`src/rtl/uart_pkg.sv`:
```
// Shared UART definitions: receiver FSM states, parity modes and a parity helper
// used by both the receiver and the future transmitter.
package uart_pkg;

    typedef enum logic [2:0] {
        ST_IDLE      = 3'd0,
        ST_START     = 3'd1,
        ST_DATA      = 3'd2,
        ST_PARITY    = 3'd3,
        ST_STOP      = 3'd4,
        ST_COMMIT    = 3'd5,
        ST_WAIT_HIGH = 3'd6
    } state_t;

    localparam int PAR_NONE = 0;
    localparam int PAR_ODD  = 1;
    localparam int PAR_EVEN = 2;

    localparam int MAX_DATA_BITS = 9;

    // Parity bit that belongs on the wire for the low nbits of data.
    // The result is meaningless for PAR_NONE; callers must not use it then.
    function automatic logic parity_bit(input logic [MAX_DATA_BITS-1:0] data,
                                        input int nbits,
                                        input int mode);
        logic p;
        p = 1'b0;
        for (int i = 0; i < MAX_DATA_BITS; i++) begin
            if (i < nbits) begin
                p = p ^ data[i];
            end
        end
        return (mode == PAR_ODD) ? ~p : p;
    endfunction

endpackage

```
`src/rtl/uart_rx_sampler.sv`:
```
// Two-flop synchroniser for the RX pin followed by a 3-deep history register
// whose 2-of-3 majority is the filtered bit value used by the receiver FSM.
module uart_rx_sampler (
    input  logic i_clk,
    input  logic i_rst,
    input  logic i_serial_data,
    output logic line,
    output logic majority
);

    logic       sync_1;
    logic       sync_2;
    logic [2:0] hist;

    // Everything resets to the idle-high level so reset never looks like a start bit.
    always_ff @(posedge i_clk or posedge i_rst) begin
        if (i_rst) begin
            sync_1 <= 1'b1;
            sync_2 <= 1'b1;
            hist   <= 3'b111;
        end else begin
            sync_1 <= i_serial_data;
            sync_2 <= sync_1;
            hist   <= {hist[1:0], sync_2};
        end
    end

    assign line     = sync_2;
    assign majority = (hist[0] & hist[1]) | (hist[0] & hist[2]) | (hist[1] & hist[2]);

endmodule

```
`src/rtl/uart_rx_frame.sv`:
```
// Parametrised UART receiver: majority-voted sampling, parity/framing/break/overrun
// detection, and a valid/ready output register for a byte-stream consumer.
module uart_rx_frame
    import uart_pkg::*;
#(
    parameter int CLK_PER_BIT = 16,
    parameter int DATA_BITS   = 8,
    parameter int PARITY      = 0,
    parameter int STOP_BITS   = 1
) (
    input  logic                 i_clk,
    input  logic                 i_rst,
    input  logic                 i_serial_data,
    input  logic                 i_ready,
    output logic                 o_dv,
    output logic [DATA_BITS-1:0] o_rx_data,
    output logic                 o_parity_err,
    output logic                 o_frame_err,
    output logic                 o_break,
    output logic                 o_overrun,
    output state_t               o_state
);

    // Handshake: a frame is transferred in every cycle where o_dv & i_ready;
    // o_dv and its data/flags stay stable until that cycle and o_dv drops at the
    // following edge unless a new frame is committed in the same cycle.

    localparam int CNT_W = $clog2(CLK_PER_BIT);
    localparam logic [CNT_W-1:0] CNT_LAST  = CNT_W'(CLK_PER_BIT - 1);
    localparam logic [CNT_W-1:0] CNT_MID   = CNT_W'(CLK_PER_BIT / 2 + 1);
    localparam logic [3:0]       DATA_LAST = 4'(DATA_BITS - 1);
    localparam logic [3:0]       STOP_LAST = 4'(STOP_BITS - 1);

    if (CLK_PER_BIT < 8 || DATA_BITS < 5 || DATA_BITS > 9 || PARITY < 0 || PARITY > 2 ||
        STOP_BITS < 1 || STOP_BITS > 2) begin : g_param_check
        $error("uart_rx_frame: illegal parameter combination");
    end

    logic line;
    logic maj;

    uart_rx_sampler u_sampler (
        .i_clk         (i_clk),
        .i_rst         (i_rst),
        .i_serial_data (i_serial_data),
        .line          (line),
        .majority      (maj)
    );

    state_t               state, state_n;
    logic [CNT_W-1:0]     clk_cnt, clk_cnt_n;
    logic [3:0]           bit_cnt, bit_cnt_n;
    logic [DATA_BITS-1:0] shreg, shreg_n;
    logic                 par_bit, par_bit_n;
    logic                 frame_err, frame_err_n;
    logic                 saw_one, saw_one_n;
    logic                 bit_tick;

    assign bit_tick = (clk_cnt == CNT_LAST);

    always_ff @(posedge i_clk or posedge i_rst) begin
        if (i_rst) begin
            state     <= ST_IDLE;
            clk_cnt   <= '0;
            bit_cnt   <= '0;
            shreg     <= '0;
            par_bit   <= 1'b0;
            frame_err <= 1'b0;
            saw_one   <= 1'b0;
        end else begin
            state     <= state_n;
            clk_cnt   <= clk_cnt_n;
            bit_cnt   <= bit_cnt_n;
            shreg     <= shreg_n;
            par_bit   <= par_bit_n;
            frame_err <= frame_err_n;
            saw_one   <= saw_one_n;
        end
    end

    always_comb begin
        state_n     = state;
        clk_cnt_n   = clk_cnt;
        bit_cnt_n   = bit_cnt;
        shreg_n     = shreg;
        par_bit_n   = par_bit;
        frame_err_n = frame_err;
        saw_one_n   = saw_one;

        case (state)
            ST_IDLE: begin
                clk_cnt_n = '0;
                bit_cnt_n = '0;
                if (!line) begin
                    state_n = ST_START;
                end
            end

            // A start bit that is high again at mid-bit was a glitch.
            ST_START: begin
                clk_cnt_n = clk_cnt + 1'b1;
                if (clk_cnt == CNT_MID) begin
                    clk_cnt_n = '0;
                    if (maj) begin
                        state_n = ST_IDLE;
                    end else begin
                        state_n     = ST_DATA;
                        bit_cnt_n   = '0;
                        par_bit_n   = 1'b0;
                        frame_err_n = 1'b0;
                        saw_one_n   = 1'b0;
                    end
                end
            end

            // LSB arrives first, so shifting in at the top leaves it at bit 0.
            ST_DATA: begin
                clk_cnt_n = clk_cnt + 1'b1;
                if (bit_tick) begin
                    clk_cnt_n = '0;
                    shreg_n   = {maj, shreg[DATA_BITS-1:1]};
                    saw_one_n = saw_one | maj;
                    if (bit_cnt == DATA_LAST) begin
                        bit_cnt_n = '0;
                        state_n   = (PARITY != PAR_NONE) ? ST_PARITY : ST_STOP;
                    end else begin
                        bit_cnt_n = bit_cnt + 1'b1;
                    end
                end
            end

            ST_PARITY: begin
                clk_cnt_n = clk_cnt + 1'b1;
                if (bit_tick) begin
                    clk_cnt_n = '0;
                    par_bit_n = maj;
                    saw_one_n = saw_one | maj;
                    state_n   = ST_STOP;
                end
            end

            ST_STOP: begin
                clk_cnt_n = clk_cnt + 1'b1;
                if (bit_tick) begin
                    clk_cnt_n = '0;
                    saw_one_n = saw_one | maj;
                    if (!maj) begin
                        frame_err_n = 1'b1;
                    end
                    if (bit_cnt == STOP_LAST) begin
                        bit_cnt_n = '0;
                        state_n   = ST_COMMIT;
                    end else begin
                        bit_cnt_n = bit_cnt + 1'b1;
                    end
                end
            end

            // A low stop bit (e.g. a break) must see the line high again before rearming.
            ST_COMMIT: begin
                clk_cnt_n = '0;
                state_n   = frame_err ? ST_WAIT_HIGH : ST_IDLE;
            end

            ST_WAIT_HIGH: begin
                if (line) begin
                    state_n = ST_IDLE;
                end
            end

            default: begin
                state_n = ST_IDLE;
            end
        endcase
    end

    logic [MAX_DATA_BITS-1:0] data_ext;
    logic                     par_err_calc;

    always_comb begin
        data_ext                = '0;
        data_ext[DATA_BITS-1:0] = shreg;
        par_err_calc            = 1'b0;
        if (PARITY != PAR_NONE) begin
            par_err_calc = (parity_bit(data_ext, DATA_BITS, PARITY) != par_bit);
        end
    end

    always_ff @(posedge i_clk or posedge i_rst) begin
        if (i_rst) begin
            o_dv         <= 1'b0;
            o_rx_data    <= '0;
            o_parity_err <= 1'b0;
            o_frame_err  <= 1'b0;
            o_break      <= 1'b0;
            o_overrun    <= 1'b0;
        end else begin
            o_overrun <= 1'b0;
            if (state == ST_COMMIT) begin
                if (!o_dv || i_ready) begin
                    o_dv         <= 1'b1;
                    o_rx_data    <= shreg;
                    o_parity_err <= par_err_calc;
                    o_frame_err  <= frame_err;
                    o_break      <= ~saw_one;
                end else begin
                    o_overrun <= 1'b1;
                end
            end else if (o_dv && i_ready) begin
                o_dv <= 1'b0;
            end
        end
    end

    assign o_state = state;

endmodule

```
`config.mk`:
```
export PLATFORM = sky130hd
export DESIGN_NAME = uart_rx_frame
export DESIGN_NICKNAME = d
export VERILOG_FILES = /design/src/rtl/uart_pkg.sv /design/src/rtl/uart_rx_sampler.sv /design/src/rtl/uart_rx_frame.sv
export SDC_FILE = /design/constraint.sdc
export NUM_CORES = 1
export LEC_CHECK = 0
export CORE_ASPECT_RATIO = 0.7
export CORE_MARGIN = 3
export CORE_UTILIZATION = 35
export CTS_CLUSTER_SIZE = 16
export DETAILED_ROUTE_END_ITERATION = 6
export PLACE_DENSITY = 0.58
export SYNTH_ARGS = -nofsm -noshare
export SYNTH_HDL_FRONTEND = slang
export SYNTH_SLANG_ARGS = --single-unit
```
`constraint.sdc`:
```
create_clock -name i_clk -period 2.1 [get_ports i_clk]
set_clock_uncertainty 0.15 [all_clocks]
set_input_delay 0.42 -clock i_clk [delete_from_list [all_inputs] [get_ports i_clk]]
set_output_delay 0.42 -clock i_clk [all_outputs]
set_load 0.1 [all_outputs]
```
==> metrics.txt, run 1 <==
number of port buffers=18; R2R Setup Slk=0.09 ns; Iter 0 DRT Violations=115; Placer Congestion=0.8353; Die Footprint=6047 µm²; Ports=20; reg2reg start=bit_cnt[1]$_DFFE_PP0P_; clk slew on worst S/H paths=0.06 ns; TNS Setup=0 ns; type of origin of the critical path=flop; Num Clock Sinks=38; DPL Wire Length=2480 µm; WHS Path Cells=0; yosys warns=0; DRT Wirelength=3386 µm; final period utilization=95.51%; largest net degree at the start of global routing=39; vias per cell=4.929; Setup WS pre-CTS=0.1142 ns; ANT cells=0; hold_sp=u_sampler.sync_1$_DFF_PP1_; Hold Vio Cnt, Final=0; status=complete, no violations; share of cells above drive strength 1=35.14%; total grt overflow=0; Std-Cell Rows=21; vias in the first global route=1,203; r2r worst-path depth=7; CTS tree=done; cts bufs inserted=5; Peak Freq=498.6 MHz; hold slack=0.2063 ns; insertion delay to the later sink of the worst-skew pair=0.28 ns; Remaining DRCs=0; post-layout min period=2.006 ns; post-route setup slack=0.09438 ns; post-synthesis net count=165; Die Height=65.97 µm; DP Area=2137 µm²; CTS root buffer=clkbuf_8; Pwr Density=1059 nW/µm²; average size of a mapped cell=11.45 µm²; first-pass GRT wire length=5789 µm; initial antenna violation count=0; Pleak=0.001043 µW; Placeable Area=4861 µm²; Main synth FF type=dfrtp_1; Hold Path End=u_sampler.line$_DFF_PP1_; flops & latches, synth=38; required time of the critical path=2.11 ns; H-tree Lvls=2; post-placement cell count=246; Seq/Total Area, Yosys=53.24%; EDFF count, synth=0; worst r2r dst=bit_cnt[0]$_DFFE_PP0P_; Area Growth Syn to Fin=23.73%; Max-Cap Viols=0; # nets final=192; final antenna-violating net count=0; filler instances=451; die width=91.67 µm; Mapped Area=1798 µm²; unrepaired setup endpoints after global routing=no; Peak VDD IR=399.3 µV; Starting Density=36.99%; CP arrival=2.02 ns; Setup crit end kind=flop; Setup CP Type=flop to flop; worst hold-check path type=flop to flop; Pins Over Slew Limit=0; DR vias=1,252; fin cells=254; fin area=2225 µm²; multi-input logic area=783.3 µm²; clk buf depth=2; library cells used by synthesis=43; CP Max Fanout=4; GRT Total Usage=12.20%; drt wl/cell=13.33 µm; Post-synth ARST share=100.0%; Sequential Area=965.9 µm²; Mapped Cells=157; Setup Viol. Count Final=0; drt first pass iters=4
-- power by group --
group | total [µW] | internal (µW) | switching (µW)
clock | 465 | 230 | 236
combinational | 943 | 399 | 545
sequential | 948 | 813 | 135
total | 2360 | 1440 | 915
-- what timing repair did --
item	in CTS	in global routing
resized for setup	0	1
setup buffers	0	0
hold buffers	0	0
endpoints found under the setup margin	0	1
-- stage by stage --
step	total power [µW]	util (%)
final	2357	45.77
after global routing	2501	45.77
after CTS	2377	45.66
after detailed placement	1895	43.96
after global placement	1874	43.96
after floorplan	1593	-
-- worst max-delay path by stage --
stage	endpoint	from	cells after the start
after detailed placement	o_state[0]$_DFFE_PP0P_	bit_cnt[1]$_DFFE_PP0P_	6
after global routing	bit_cnt[0]$_DFFE_PP0P_	clk_cnt[0]$_DFFE_PP0P_	5
after CTS	o_state[0]$_DFFE_PP0P_	bit_cnt[1]$_DFFE_PP0P_	6
final	bit_cnt[0]$_DFFE_PP0P_	bit_cnt[1]$_DFFE_PP0P_	7
after global placement	o_state[0]$_DFFE_PP0P_	bit_cnt[1]$_DFFE_PP0P_	6
after floorplan	o_state[0]$_DFFE_PP0P_	o_state[2]$_DFFE_PP0P_	5
-- sequential cells by signal (all words and copies together), names as in the netlist, 3 cells and up --
name            cells
bit_cnt             4
clk_cnt             4
o_rx_data           8
o_state             3
shreg               8
u_sampler.hist      3
-- logic make-up after synthesis --
logic type | after synthesis | synth area share (%)
simple gates | 48 | 15.03
flops | 38 | 53.24
compound gates | 26 | 9.743
mux | 22 | 13.57
buf+inv | 15 | 3.758
fa+ha+maj | 6 | 3.967
other cells | 1 | 0.2086
xor+xnor | 1 | 0.4872
-- placed cells by master, fill, tap and decap left out, types with 5 or more instances in the layout --
master	n
dfrtp_1	30
clkbuf_8	5
nand2_1	10
mux2_2	19
a21oi_1	5
buf_12	5
dfstp_2	5
inv_1	7
nor2_1	8
buf_4	20
o21ai_0	7
-- critical path, stage by stage, from the launching register on --
cell and delay, ns:
dfrtp_1 0.40, inv_1 0.08, ha_1 0.17, or3b_1 0.36, a22oi_2 0.27, buf_4 0.17, nor2_1 0.03, mux2_2 0.26
-- synthesized netlist by cell type (3+ instances only) --
master,count,area share [%]
nor3b_1,4,1.7
dfstp_2,5,7.3
nand2_1,10,2.1
ha_1,4,2.8
nand2b_1,3,1.0
mux2i_1,3,1.7
inv_1,7,1.5
nor2b_1,4,1.4
o21ai_0,7,1.9
a21oi_1,5,1.4
nand3_1,4,1.1
mux2_2,19,12
dfrtp_1,33,46
nor2_1,8,1.7
buf_2,6,1.7
-- metal layers --
metal  wire (µm)  vias up  global-route usage, %  share of wire [%]
met5           0        -                      0                  0
met4           0        0                  2.820                  0
met3         154        0                  3.868                4.5
met2        1441       25                  17.11                 43
met1        1791      616                  18.12                 53
li1            -      611                      -                  -
-- final cells by class --
| cell class | count | share of cell area [%] |
|---|---|---|
| sequential | 38 | 43.42 |
| tap | 69 | 3.881 |
| multi-input combinational | 104 | 35.21 |
| clock inverter | 2 | 0.4499 |
| clock buffer | 6 | 3.262 |
| timing repair buffer | 28 | 12.60 |
| inverter | 7 | 1.181 |
No activity file was read; power rests on OpenSTA's default activity.
==> run 2: changes to the inputs <==
- SKIP_CTS_REPAIR_TIMING: not set -> 1
==> results of run 2 <==
The final DEF is identical to that of run 1; final timing and power are the same.
==> run 3: changes to the inputs <==
--- a/config.mk
+++ b/config.mk
@@ -14,2 +14,3 @@
 export SKIP_CTS_REPAIR_TIMING = 1
+export SLEW_MARGIN = 5
 export SYNTH_ARGS = -nofsm -noshare
==> constraint.sdc (replaced) <==
create_clock -name i_clk -period 1.8 [get_ports i_clk]
set_clock_uncertainty 0.15 [all_clocks]
set_input_delay 0.27 -clock i_clk [delete_from_list [all_inputs] [get_ports i_clk]]
set_output_delay 0.27 -clock i_clk [all_outputs]
set_load 0.1 [all_outputs]
==> metrics.txt, run 3 (synthesized netlist as in run 1, its figures left out) <==
length of routed wiring on met1=1874 µm; Pleak=0.001197 µW; fin cells=273; post-layout min period=1.924 ns; unrepaired setup endpoints after global routing=yes; DPL Wire Length=2867 µm; DR vias=1,322; met3 WL=171 µm; post-route setup slack=-0.1236 ns; Peak Freq=519.9 MHz; total grt overflow=0; Num Clock Sinks=38; initial antenna violation count=0; CP arrival=1.95 ns; Setup CP Type=flop to flop; required time of the critical path=1.82 ns; Die Footprint=6047 µm²; biggest regs=o_rx_data (8), shreg (8); Hold Vio Cnt, Final=0; die width=91.67 µm; post-placement cell count=263; largest net degree at the start of global routing=39; # nets final=211; ANT cells=0; DRT Wirelength=3785 µm; Psw=1204 µW; vias per cell=4.842; final antenna-violating net count=0; switching share of power=37.88%; wire length on met2=1739 µm; power share of the sequential group=34.0%; filler instances=408; H-tree Lvls=2; number of port buffers=18; clk slew on worst S/H paths=0.08 ns; status=finished, violations left; GRT Total Usage=13.88%; CP Max Fanout=3; drt first pass iters=4; drt wl/cell=13.86 µm; Internal Power=1974 µW; worst hold-check path type=input port to async pin; final period utilization=106.9%; Starting Density=36.99%; Die Height=65.97 µm; r2r worst-path depth=4; Setup WS pre-CTS=-0.1583 ns; share of cells above drive strength 1=49.02%; Iter 0 DRT Violations=78; Remaining DRCs=0; insertion delay to the later sink of the worst-skew pair=0.29 ns; top layer used by detailed routing=met3; leading cell type in the layout, fill and taps excluded=dfrtp_1; DP Area=2442 µm²; Peak VDD IR=687.2 µV; TNS Setup=-0.5095 ns; Placeable Area=4861 µm²; most frequent cells in the layout=dfrtp_1, buf_4, mux2_2; fin area=2609 µm²; CTS tree=done; Clock power frac=19.1%; type of origin of the critical path=flop; Max-Cap Viols=0; vias in the first global route=1,340; Pins Over Slew Limit=0; first-pass GRT wire length=6444 µm; Setup crit end kind=flop; Final Power=3178 µW; Ports=20; cts bufs inserted=5; Placer Congestion=0.8825; Setup Viol. Count Final=13; Pwr Density=1218 nW/µm²; clk buf depth=2; Std-Cell Rows=21; Area Growth Syn to Fin=45.09%; power share of the combinational group=46.9%; CTS root buffer=clkbuf_8; failing checks=setup timing
run 3: final timing paths:
kind | slack (ns) | start | end
max | -0.12 | u_sampler.hist[1]$_DFF_PP1_ | bit_cnt[0]$_DFFE_PP0P_
min | 0.18 | i_rst | o_dv$_DFFE_PP0P_
max reg2reg | -0.12 | u_sampler.hist[1]$_DFF_PP1_ | bit_cnt[0]$_DFFE_PP0P_
min reg2reg | 0.22 | u_sampler.sync_1$_DFF_PP1_ | u_sampler.line$_DFF_PP1_
max in group asynchronous | 1.06 | i_rst | u_sampler.sync_1$_DFF_PP1_
min in group i_clk | 0.22 | u_sampler.sync_1$_DFF_PP1_ | u_sampler.line$_DFF_PP1_
run 3: metrics by stage:
step	hold slack [ns]	util [%]
floorplan	0.1245	-
global placement	0.1979	50.24
detailed placement	0.2068	50.24
CTS	0.1922	52.20
global route	0.2127	53.67
finish	0.1758	53.67
run 3: power groups by stage:
stage               sequential, µW  clock [µW]  combinational, µW
floorplan                     1270           0                673
global placement              1080           0               1340
detailed placement            1080           0               1370
CTS                           1060         631               1370
global route                  1100         672               1620
finish                        1080         607               1490
run 3: layout make-up:
| type | count | area (µm²) | share of cell area [%] |
|---|---|---|---|
| inverters | 7 | 26.28 | 1.007 |
| well taps | 69 | 86.33 | 3.309 |
| repair buffers | 47 | 580.6 | 22.25 |
| multi-input cells | 104 | 849.6 | 32.57 |
| clock buffers | 6 | 82.58 | 3.165 |
| clock inverters | 2 | 12.51 | 0.4796 |
| flip-flops and latches | 38 | 970.9 | 37.22 |
run 3: worst max-delay path, stage by stage (launching register included):
cell and delay [ns]:
dfstp_2 0.37, maj3_2 0.31, or4_4 0.56, o21ai_4 0.10, mux2_4 0.31
run 3: per-layer routing:
metal | global-route usage (%) | vias up
met5 | 0 | -
met3 | 5.461 | 0
li1 | - | 651
met2 | 20.84 | 26
met4 | 3.383 | 0
met1 | 18.78 | 645
